===== config.mk =====
export PLATFORM = sky130hd
export DESIGN_NAME = sram_arbiter_flat
export DESIGN_NICKNAME = d
export VERILOG_FILES = /design/src/rtl/sram_arbiter_if.sv /design/src/rtl/sram_arbiter.sv /design/src/flat_wrapper.sv
export SDC_FILE = /design/constraint.sdc
export NUM_CORES = 1
export LEC_CHECK = 0
export ABC_AREA = 1
export CORE_MARGIN = 2
export CORE_UTILIZATION = 45
export CTS_CLUSTER_SIZE = 10
export DETAILED_ROUTE_END_ITERATION = 6
export PLACE_DENSITY_LB_ADDON = 0.08
export SLEW_MARGIN = 20
export SYNTH_ARGS = -nofsm -noshare
export SYNTH_HDL_FRONTEND = slang
export SYNTH_SLANG_ARGS = --single-unit

===== constraint.sdc =====
create_clock -name Clk -period 1.6 [get_ports Clk]
set_clock_uncertainty 0.1 [all_clocks]
set_input_delay 0.16 -clock Clk [delete_from_list [all_inputs] [get_ports Clk]]
set_output_delay 0.16 -clock Clk [all_outputs]
set_load 0.02 [all_outputs]

===== src/rtl/sram_arbiter_if.sv =====
// ---------------------------------------------------------------------------
// sram_arbiter_if
// Bundles the two requester ports and the registered SRAM bus of
// sram_arbiter.
//   slave  : arbiter view. Takes requests and Mem_Dout; drives grants, read
//            responses and the SRAM control/address/data.
//   master : environment view (requesters plus SRAM), the mirror of slave.
// Signals per requester N (0/1):
//   ReqN, WrN, AddrN, WdataN  request, direction (1=write), address, data
//   GntN                      combinational accept
//   RvalidN, RdataN           one-cycle read response and held read data
// SRAM side:
//   Mem_En, Mem_RW, Mem_Addr, Mem_Din   registered command (RW=1 write)
//   Mem_Dout                            read data, one cycle after the access
// ---------------------------------------------------------------------------
interface sram_arbiter_if #(
  parameter int ADDR_W = 15,
  parameter int DATA_W = 8
) ();

  logic              Req0;
  logic              Req1;
  logic              Wr0;
  logic              Wr1;
  logic [ADDR_W-1:0] Addr0;
  logic [ADDR_W-1:0] Addr1;
  logic [DATA_W-1:0] Wdata0;
  logic [DATA_W-1:0] Wdata1;
  logic              Gnt0;
  logic              Gnt1;
  logic              Rvalid0;
  logic              Rvalid1;
  logic [DATA_W-1:0] Rdata0;
  logic [DATA_W-1:0] Rdata1;

  logic              Mem_En;
  logic              Mem_RW;
  logic [ADDR_W-1:0] Mem_Addr;
  logic [DATA_W-1:0] Mem_Din;
  logic [DATA_W-1:0] Mem_Dout;

  modport slave (
    input  Req0, Req1, Wr0, Wr1, Addr0, Addr1, Wdata0, Wdata1,
    output Gnt0, Gnt1, Rvalid0, Rvalid1, Rdata0, Rdata1,
    output Mem_En, Mem_RW, Mem_Addr, Mem_Din,
    input  Mem_Dout
  );

  modport master (
    output Req0, Req1, Wr0, Wr1, Addr0, Addr1, Wdata0, Wdata1,
    input  Gnt0, Gnt1, Rvalid0, Rvalid1, Rdata0, Rdata1,
    input  Mem_En, Mem_RW, Mem_Addr, Mem_Din,
    output Mem_Dout
  );

endinterface


===== src/rtl/sram_arbiter.sv =====
// ---------------------------------------------------------------------------
// sram_arbiter
// Two-requester arbiter in front of a single-port synchronous SRAM, with a
// built-in zero-fill sweep of the whole array.
//
// state  | meaning
// SERVE  | grants requesters, round-robin on conflict
// CLEAR  | writes 0 to every address, one per cycle; no grants
//
// Ports:
//   Clk         clock, rising edge
//   Rst         synchronous active-high reset, overrides everything
//   i_Clr       start a zero-fill sweep (ignored while one is running)
//   o_Clr_Done  one-cycle pulse after the last address has been issued
//   o_Busy      high while the sweep runs
//   bus         requester ports and registered SRAM bus (slave modport)
//
// Timing: a transfer accepted at edge k is registered onto the SRAM bus at
// edge k, the SRAM executes it at edge k+1 and Mem_Dout carries read data
// until edge k+2, where it is captured into RdataN with RvalidN.
// ---------------------------------------------------------------------------
module sram_arbiter #(
  parameter int ADDR_W = 15,
  parameter int DATA_W = 8
) (
  input  logic         Clk,
  input  logic         Rst,
  input  logic         i_Clr,
  output logic         o_Clr_Done,
  output logic         o_Busy,
  sram_arbiter_if.slave bus
);

  localparam logic [0:0] SERVE = 1'b0;
  localparam logic [0:0] CLEAR = 1'b1;

  logic [0:0]        r_state;
  logic              r_prio;
  logic [ADDR_W-1:0] r_cnt;

  // read-tracking pipeline: p1 = registered on the bus, p2 = executing in SRAM
  logic              r_p1_vld;
  logic              r_p1_own;
  logic              r_p2_vld;
  logic              r_p2_own;

  logic              r_mem_en;
  logic              r_mem_rw;
  logic [ADDR_W-1:0] r_mem_addr;
  logic [DATA_W-1:0] r_mem_din;

  logic              r_rvalid0;
  logic              r_rvalid1;
  logic [DATA_W-1:0] r_rdata0;
  logic [DATA_W-1:0] r_rdata1;
  logic              r_clr_done;

  logic              w_open;
  logic              w_gnt0;
  logic              w_gnt1;
  logic              w_xfer;
  logic              w_sel_wr;
  logic [ADDR_W-1:0] w_sel_addr;
  logic [DATA_W-1:0] w_sel_wdata;
  logic              w_last;

  // Grants are withheld during reset and on the cycle Clr is presented, so a
  // request can never be accepted on the same edge that starts a sweep.
  assign w_open      = (r_state == SERVE) && !Rst && !i_Clr;
  assign w_gnt0      = w_open && bus.Req0 && (!bus.Req1 || !r_prio);
  assign w_gnt1      = w_open && bus.Req1 && (!bus.Req0 ||  r_prio);
  assign w_xfer      = w_gnt0 || w_gnt1;
  assign w_sel_wr    = w_gnt0 ? bus.Wr0    : bus.Wr1;
  assign w_sel_addr  = w_gnt0 ? bus.Addr0  : bus.Addr1;
  assign w_sel_wdata = w_gnt0 ? bus.Wdata0 : bus.Wdata1;
  assign w_last      = (r_cnt == {ADDR_W{1'b1}});

  always_ff @(posedge Clk) begin
    if (Rst) begin
      r_state    <= SERVE;
      r_prio     <= 1'b0;
      r_cnt      <= '0;
      r_mem_en   <= 1'b0;
      r_mem_rw   <= 1'b0;
      r_mem_addr <= '0;
      r_mem_din  <= '0;
      r_clr_done <= 1'b0;
    end else begin
      r_clr_done <= 1'b0;
      if (r_state == CLEAR) begin
        r_mem_en   <= 1'b1;
        r_mem_rw   <= 1'b1;
        r_mem_din  <= '0;
        r_mem_addr <= r_cnt;
        // counter wraps back to 0 on the final address
        r_cnt      <= r_cnt + 1'b1;
        if (w_last) begin
          r_state    <= SERVE;
          r_clr_done <= 1'b1;
        end
      end else if (i_Clr) begin
        r_state  <= CLEAR;
        r_cnt    <= '0;
        r_mem_en <= 1'b0;
      end else if (w_xfer) begin
        r_mem_en   <= 1'b1;
        r_mem_rw   <= w_sel_wr;
        r_mem_addr <= w_sel_addr;
        r_mem_din  <= w_sel_wr ? w_sel_wdata : '0;
        r_prio     <= w_gnt0;
      end else begin
        r_mem_en <= 1'b0;
      end
    end
  end

  // The read pipeline keeps running through a sweep so reads accepted just
  // before Clr still return on time.
  always_ff @(posedge Clk) begin
    if (Rst) begin
      r_p1_vld  <= 1'b0;
      r_p1_own  <= 1'b0;
      r_p2_vld  <= 1'b0;
      r_p2_own  <= 1'b0;
      r_rvalid0 <= 1'b0;
      r_rvalid1 <= 1'b0;
      r_rdata0  <= '0;
      r_rdata1  <= '0;
    end else begin
      r_p1_vld  <= w_xfer && !w_sel_wr;
      r_p1_own  <= w_gnt1;
      r_p2_vld  <= r_p1_vld;
      r_p2_own  <= r_p1_own;
      r_rvalid0 <= r_p2_vld && !r_p2_own;
      r_rvalid1 <= r_p2_vld &&  r_p2_own;
      if (r_p2_vld && !r_p2_own) begin
        r_rdata0 <= bus.Mem_Dout;
      end
      if (r_p2_vld && r_p2_own) begin
        r_rdata1 <= bus.Mem_Dout;
      end
    end
  end

  assign bus.Gnt0     = w_gnt0;
  assign bus.Gnt1     = w_gnt1;
  assign bus.Rvalid0  = r_rvalid0;
  assign bus.Rvalid1  = r_rvalid1;
  assign bus.Rdata0   = r_rdata0;
  assign bus.Rdata1   = r_rdata1;
  assign bus.Mem_En   = r_mem_en;
  assign bus.Mem_RW   = r_mem_rw;
  assign bus.Mem_Addr = r_mem_addr;
  assign bus.Mem_Din  = r_mem_din;
  assign o_Busy       = (r_state == CLEAR);
  assign o_Clr_Done   = r_clr_done;

endmodule


===== src/flat_wrapper.sv =====
// flat-port wrapper written by rule: the top's interface ports become plain ports
module sram_arbiter_flat 
#(
  parameter int ADDR_W = 15,
  parameter int DATA_W = 8
)
  (Clk, Rst, i_Clr, o_Clr_Done, o_Busy, bus_Req0, bus_Req1, bus_Wr0, bus_Wr1, bus_Addr0, bus_Addr1, bus_Wdata0, bus_Wdata1, bus_Gnt0, bus_Gnt1, bus_Rvalid0, bus_Rvalid1, bus_Rdata0, bus_Rdata1, bus_Mem_En, bus_Mem_RW, bus_Mem_Addr, bus_Mem_Din, bus_Mem_Dout);
  sram_arbiter_if #(.ADDR_W(ADDR_W), .DATA_W(DATA_W)) bus_i ();
  input  logic Clk;
  input  logic Rst;
  input  logic i_Clr;
  output logic o_Clr_Done;
  output logic o_Busy;
  input wire logic [$bits(bus_i.Req0)-1:0] bus_Req0;
  input wire logic [$bits(bus_i.Req1)-1:0] bus_Req1;
  input wire logic [$bits(bus_i.Wr0)-1:0] bus_Wr0;
  input wire logic [$bits(bus_i.Wr1)-1:0] bus_Wr1;
  input wire logic [$bits(bus_i.Addr0)-1:0] bus_Addr0;
  input wire logic [$bits(bus_i.Addr1)-1:0] bus_Addr1;
  input wire logic [$bits(bus_i.Wdata0)-1:0] bus_Wdata0;
  input wire logic [$bits(bus_i.Wdata1)-1:0] bus_Wdata1;
  output wire logic [$bits(bus_i.Gnt0)-1:0] bus_Gnt0;
  output wire logic [$bits(bus_i.Gnt1)-1:0] bus_Gnt1;
  output wire logic [$bits(bus_i.Rvalid0)-1:0] bus_Rvalid0;
  output wire logic [$bits(bus_i.Rvalid1)-1:0] bus_Rvalid1;
  output wire logic [$bits(bus_i.Rdata0)-1:0] bus_Rdata0;
  output wire logic [$bits(bus_i.Rdata1)-1:0] bus_Rdata1;
  output wire logic [$bits(bus_i.Mem_En)-1:0] bus_Mem_En;
  output wire logic [$bits(bus_i.Mem_RW)-1:0] bus_Mem_RW;
  output wire logic [$bits(bus_i.Mem_Addr)-1:0] bus_Mem_Addr;
  output wire logic [$bits(bus_i.Mem_Din)-1:0] bus_Mem_Din;
  input wire logic [$bits(bus_i.Mem_Dout)-1:0] bus_Mem_Dout;
  assign bus_i.Req0 = bus_Req0;
  assign bus_i.Req1 = bus_Req1;
  assign bus_i.Wr0 = bus_Wr0;
  assign bus_i.Wr1 = bus_Wr1;
  assign bus_i.Addr0 = bus_Addr0;
  assign bus_i.Addr1 = bus_Addr1;
  assign bus_i.Wdata0 = bus_Wdata0;
  assign bus_i.Wdata1 = bus_Wdata1;
  assign bus_Gnt0 = bus_i.Gnt0;
  assign bus_Gnt1 = bus_i.Gnt1;
  assign bus_Rvalid0 = bus_i.Rvalid0;
  assign bus_Rvalid1 = bus_i.Rvalid1;
  assign bus_Rdata0 = bus_i.Rdata0;
  assign bus_Rdata1 = bus_i.Rdata1;
  assign bus_Mem_En = bus_i.Mem_En;
  assign bus_Mem_RW = bus_i.Mem_RW;
  assign bus_Mem_Addr = bus_i.Mem_Addr;
  assign bus_Mem_Din = bus_i.Mem_Din;
  assign bus_i.Mem_Dout = bus_Mem_Dout;
  sram_arbiter #(.ADDR_W(ADDR_W), .DATA_W(DATA_W)) u_core (.Clk(Clk), .Rst(Rst), .i_Clr(i_Clr), .o_Clr_Done(o_Clr_Done), .o_Busy(o_Busy), .bus(bus_i));
endmodule

==> results.md <==
* Core Util, Final at a little over two thirds
* Syn Inst Count at between 400 and 500
* Ys Warns at 0
* # port buffers at around 110
* Vias in the first global route at roughly 3100
* GR Overflow Total at 0
* Actual slew at the worst max-slew pin at around 280 ps
* Critical Path, Cell by Cell: clkdlybuf4s50_1
* Largest family of logic cells by synthesized area: simple AND/OR/NAND/NOR gates
* Post-synthesis sequential area ratio at around 43%
* Pwr/cell area at ~770 mW/mm2
* Starting Density at a little under half
* Pre-CTS setup slack at -264 ps
* Post-placement cell area at between 0.004 and 0.005 mm2
* Multiplexer share of the synthesized area at 0%
* Synth Register Bits at 65
* Iter 0 DRT Violations at approximately 120
* Crit share post-route at a little over nine tenths
* RSZ-0062 raised after global routing: true
* Crit-path max cell delay at roughly 620 ps
* Clock root cell: clkbuf_8
* Die Area at 0.00747 mm2
* Required time worst endpoint at ~1300 ps
* Clock transition at the registers of the reported paths at ~60 ps
* Slew Viols, Final at 0
* Most area-consuming cells after synthesis: dfxtp_1 (43%), nand2_1 (14%), nand3_1 (8.4%), nor2_1 (7.2%), o21ai_0 (5.7%)
* WL per Instance at 12.8 um
* CP Capture Type: primary output
* Final Cell Area at between 0.004 and 0.005 mm2
* Post-Synth XOR/XNOR Area at 0%
* Via count at 3304
* Clk buf depth at 2
* CP bufs+invs at 1
* Delay-heaviest family, CP: buffers and inverters
* Worst R2R Setup Slack at 70 ps
* Die Height at slightly below 90 um
* Post-synth EDFFs at 0
* Synthesized net count at ~510
* Design Power at around 3.6 mW
* Htree depth at 3
* Final ANT Viol Nets at 0
* Maxcap violations at 0
* Worst ir drop on vdd at around 0.54 mV
* Hold-fix buffers, CTS at 0
* I/O Pins at 108
* Setup violators final at 0
* Crit path time final at 1570 ps
* Status: complete, no violations
* Nets at 640
* N_diodes at 0
* Total length of routed wires at 8500 um
* Final setup margin at roughly 31 ps
* Synth Area in Adders at less than 1%
* Gp weighted congestion at around 0.85
* Top-area cell type share of the netlist area at 42.6%
* Slowest-stage cell, CP: clkdlybuf4s50_1
* Min Hold Slack at 190 ps
* Synth Area in Simple Gates at between 30% and 40%
* Yosys top cell by area: dfxtp_1
* Max-Slew Margin vs Limit at 81.4%
* DR vias/cell at roughly 5.0
* DRT Pass-1 Iters at 4
* CP startpoint kind: flop
* Setup TNS at 0 ps
* Area Growth Syn to Fin at 53.7%
* DRC viols at 0
* Post-DP HPWL at 6190 um
* Synth cell count leaders: nand2_1 (113), dfxtp_1 (65), nor2_1 (59), nand3_1 (51), inv_1 (43)
* Inst Count DP at ~650
* Synth Cell Area at ~0.0031 mm2
* Clock Latency Late Sink at roughly 330 ps
* First-pass GRT wire length at 13900 um
* Netlist cell types at 31
* Post-synth top flop: dfxtp_1
* Initial antenna violation count at 0
* Post-synthesis compound-gate area fraction at roughly 14%
* Chip Width at approximately 86 um
* Fin. Hold Viols at 0
* CTS Sinks at between 60 and 70
* Worst Path Max Fanout at 2
* Core area at approximately 0.0067 mm2
* Async set or reset register ratio after synthesis at 0%
* CTS Buf Count at 9
* Fmax at roughly 0.64 GHz
* Lkg Pwr at 2.07 nW
* Count leader, synth: nand2_1
* WP data arrival at around 1300 ps
* Worst hold path type: in2reg
* Final Non-Filler Cells at 663
* CTS tree: done
* Total track usage at a little under a quarter
* Worst Setup Path Type: reg2out
* Layout cells sized above 1 at between 10% and 20%
* Syn_area_per_cell at 6.90 um2
* Row count at 30
* Largest net degree at the start of global routing at 31
* Setup bufs post-CTS at 0
==> report_power, final <==
part | leakage [nW] | internal (mW) | switching, mW | total, mW
sequential | 0.527 | 1.66 | 0.0201 | 1.68
clock | 0.0933 | 0.718 | 0.625 | 1.34
combinational | 1.45 | 0.324 | 0.290 | 0.614
total | 2.07 | 2.70 | 0.934 | 3.63
==> cell type report <==
cell class,count,area (um2)
fillers,566,1980
inverters,46,173
flip-flops and latches,65,1310
clock inverters,5,56.3
clock buffers,11,131
well taps,80,100
repair buffers,143,1430
multi-input cells,313,1510
==> flip-flops by register name, indices dropped and copies added, names as in the netlist <==
register / flops
u_core.bus.Mem_Addr: 15
u_core.r_prio: 1
u_core.bus.Rdata1: 8
u_core.r_p2_own: 1
u_core.r_p1_own: 1
u_core.bus.Mem_Din: 8
u_core.r_p2_vld: 1
u_core.bus.Mem_RW: 1
u_core.r_cnt: 15
u_core.o_Busy: 1
u_core.bus.Mem_En: 1
u_core.bus.Rvalid1: 1
u_core.bus.Rdata0: 8
u_core.r_p1_vld: 1
u_core.bus.Rvalid0: 1
u_core.o_Clr_Done: 1
==> worst paths after layout <==
kind	startpoint	end	cells past startpoint
setup / recovery	u_core.bus.Mem_Addr[6]	bus_Mem_Addr[6]	1
hold / removal	bus_Req1	u_core.r_p1_own	4
setup reg to reg	u_core.r_cnt[1]	u_core.r_cnt[14]	8
hold reg to reg	u_core.r_p1_own	u_core.r_p2_own	2
==> cell usage in the layout, fill, tap and decap left out, types with 2 or more instances in the layout <==
cell             instances
a21oi_1                 17
buf_12                   4
buf_4                   28
buf_6                    3
clkbuf_1                 2
clkbuf_8                 9
clkdlybuf4s50_1        100
clkinv_1                 2
clkinv_2                 2
dfxtp_1                 62
dfxtp_2                  3
dlymetal6s2s_1           4
inv_1                   42
inv_2                    2
nand2_1                110
nand2_2                  4
nand2_4                  3
nand3_1                 51
nor2_1                  54
nor2_2                   4
nor2_4                   4
nor3_1                   3
o211ai_1                 2
o21ai_0                 33
o21ai_1                  2
o21bai_1                12
o31ai_1                  2
or2_2                    3
==> metal layers <==
| metal | vias up | share of wire (%) | GRT usage [%] |
|---|---|---|---|
| met5 | - | 0 | 0 |
| met3 | 15 | 4.9 | 3.33 |
| met4 | 0 | 1.9 | 10.8 |
| met1 | 1497 | 44 | 28.6 |
| met2 | 103 | 50 | 39.7 |
| li1 | 1689 | - | - |
==> repair_timing <==
action	4_1_cts	5_1_grt
cloned	0	1
pin swaps	0	2
endpoints found under the setup margin	6	24
resized for setup	9	23
endpoints found under the hold margin	0	0
==> cells by family after synthesis <==
kind of cell,count (synthesis)
buffers and inverters,65
adders and majority gates,1
and+or+nand+nor,239
AOI/OAI and AO/OA,73
DFF,65
(Power assumes the default switching activity.)
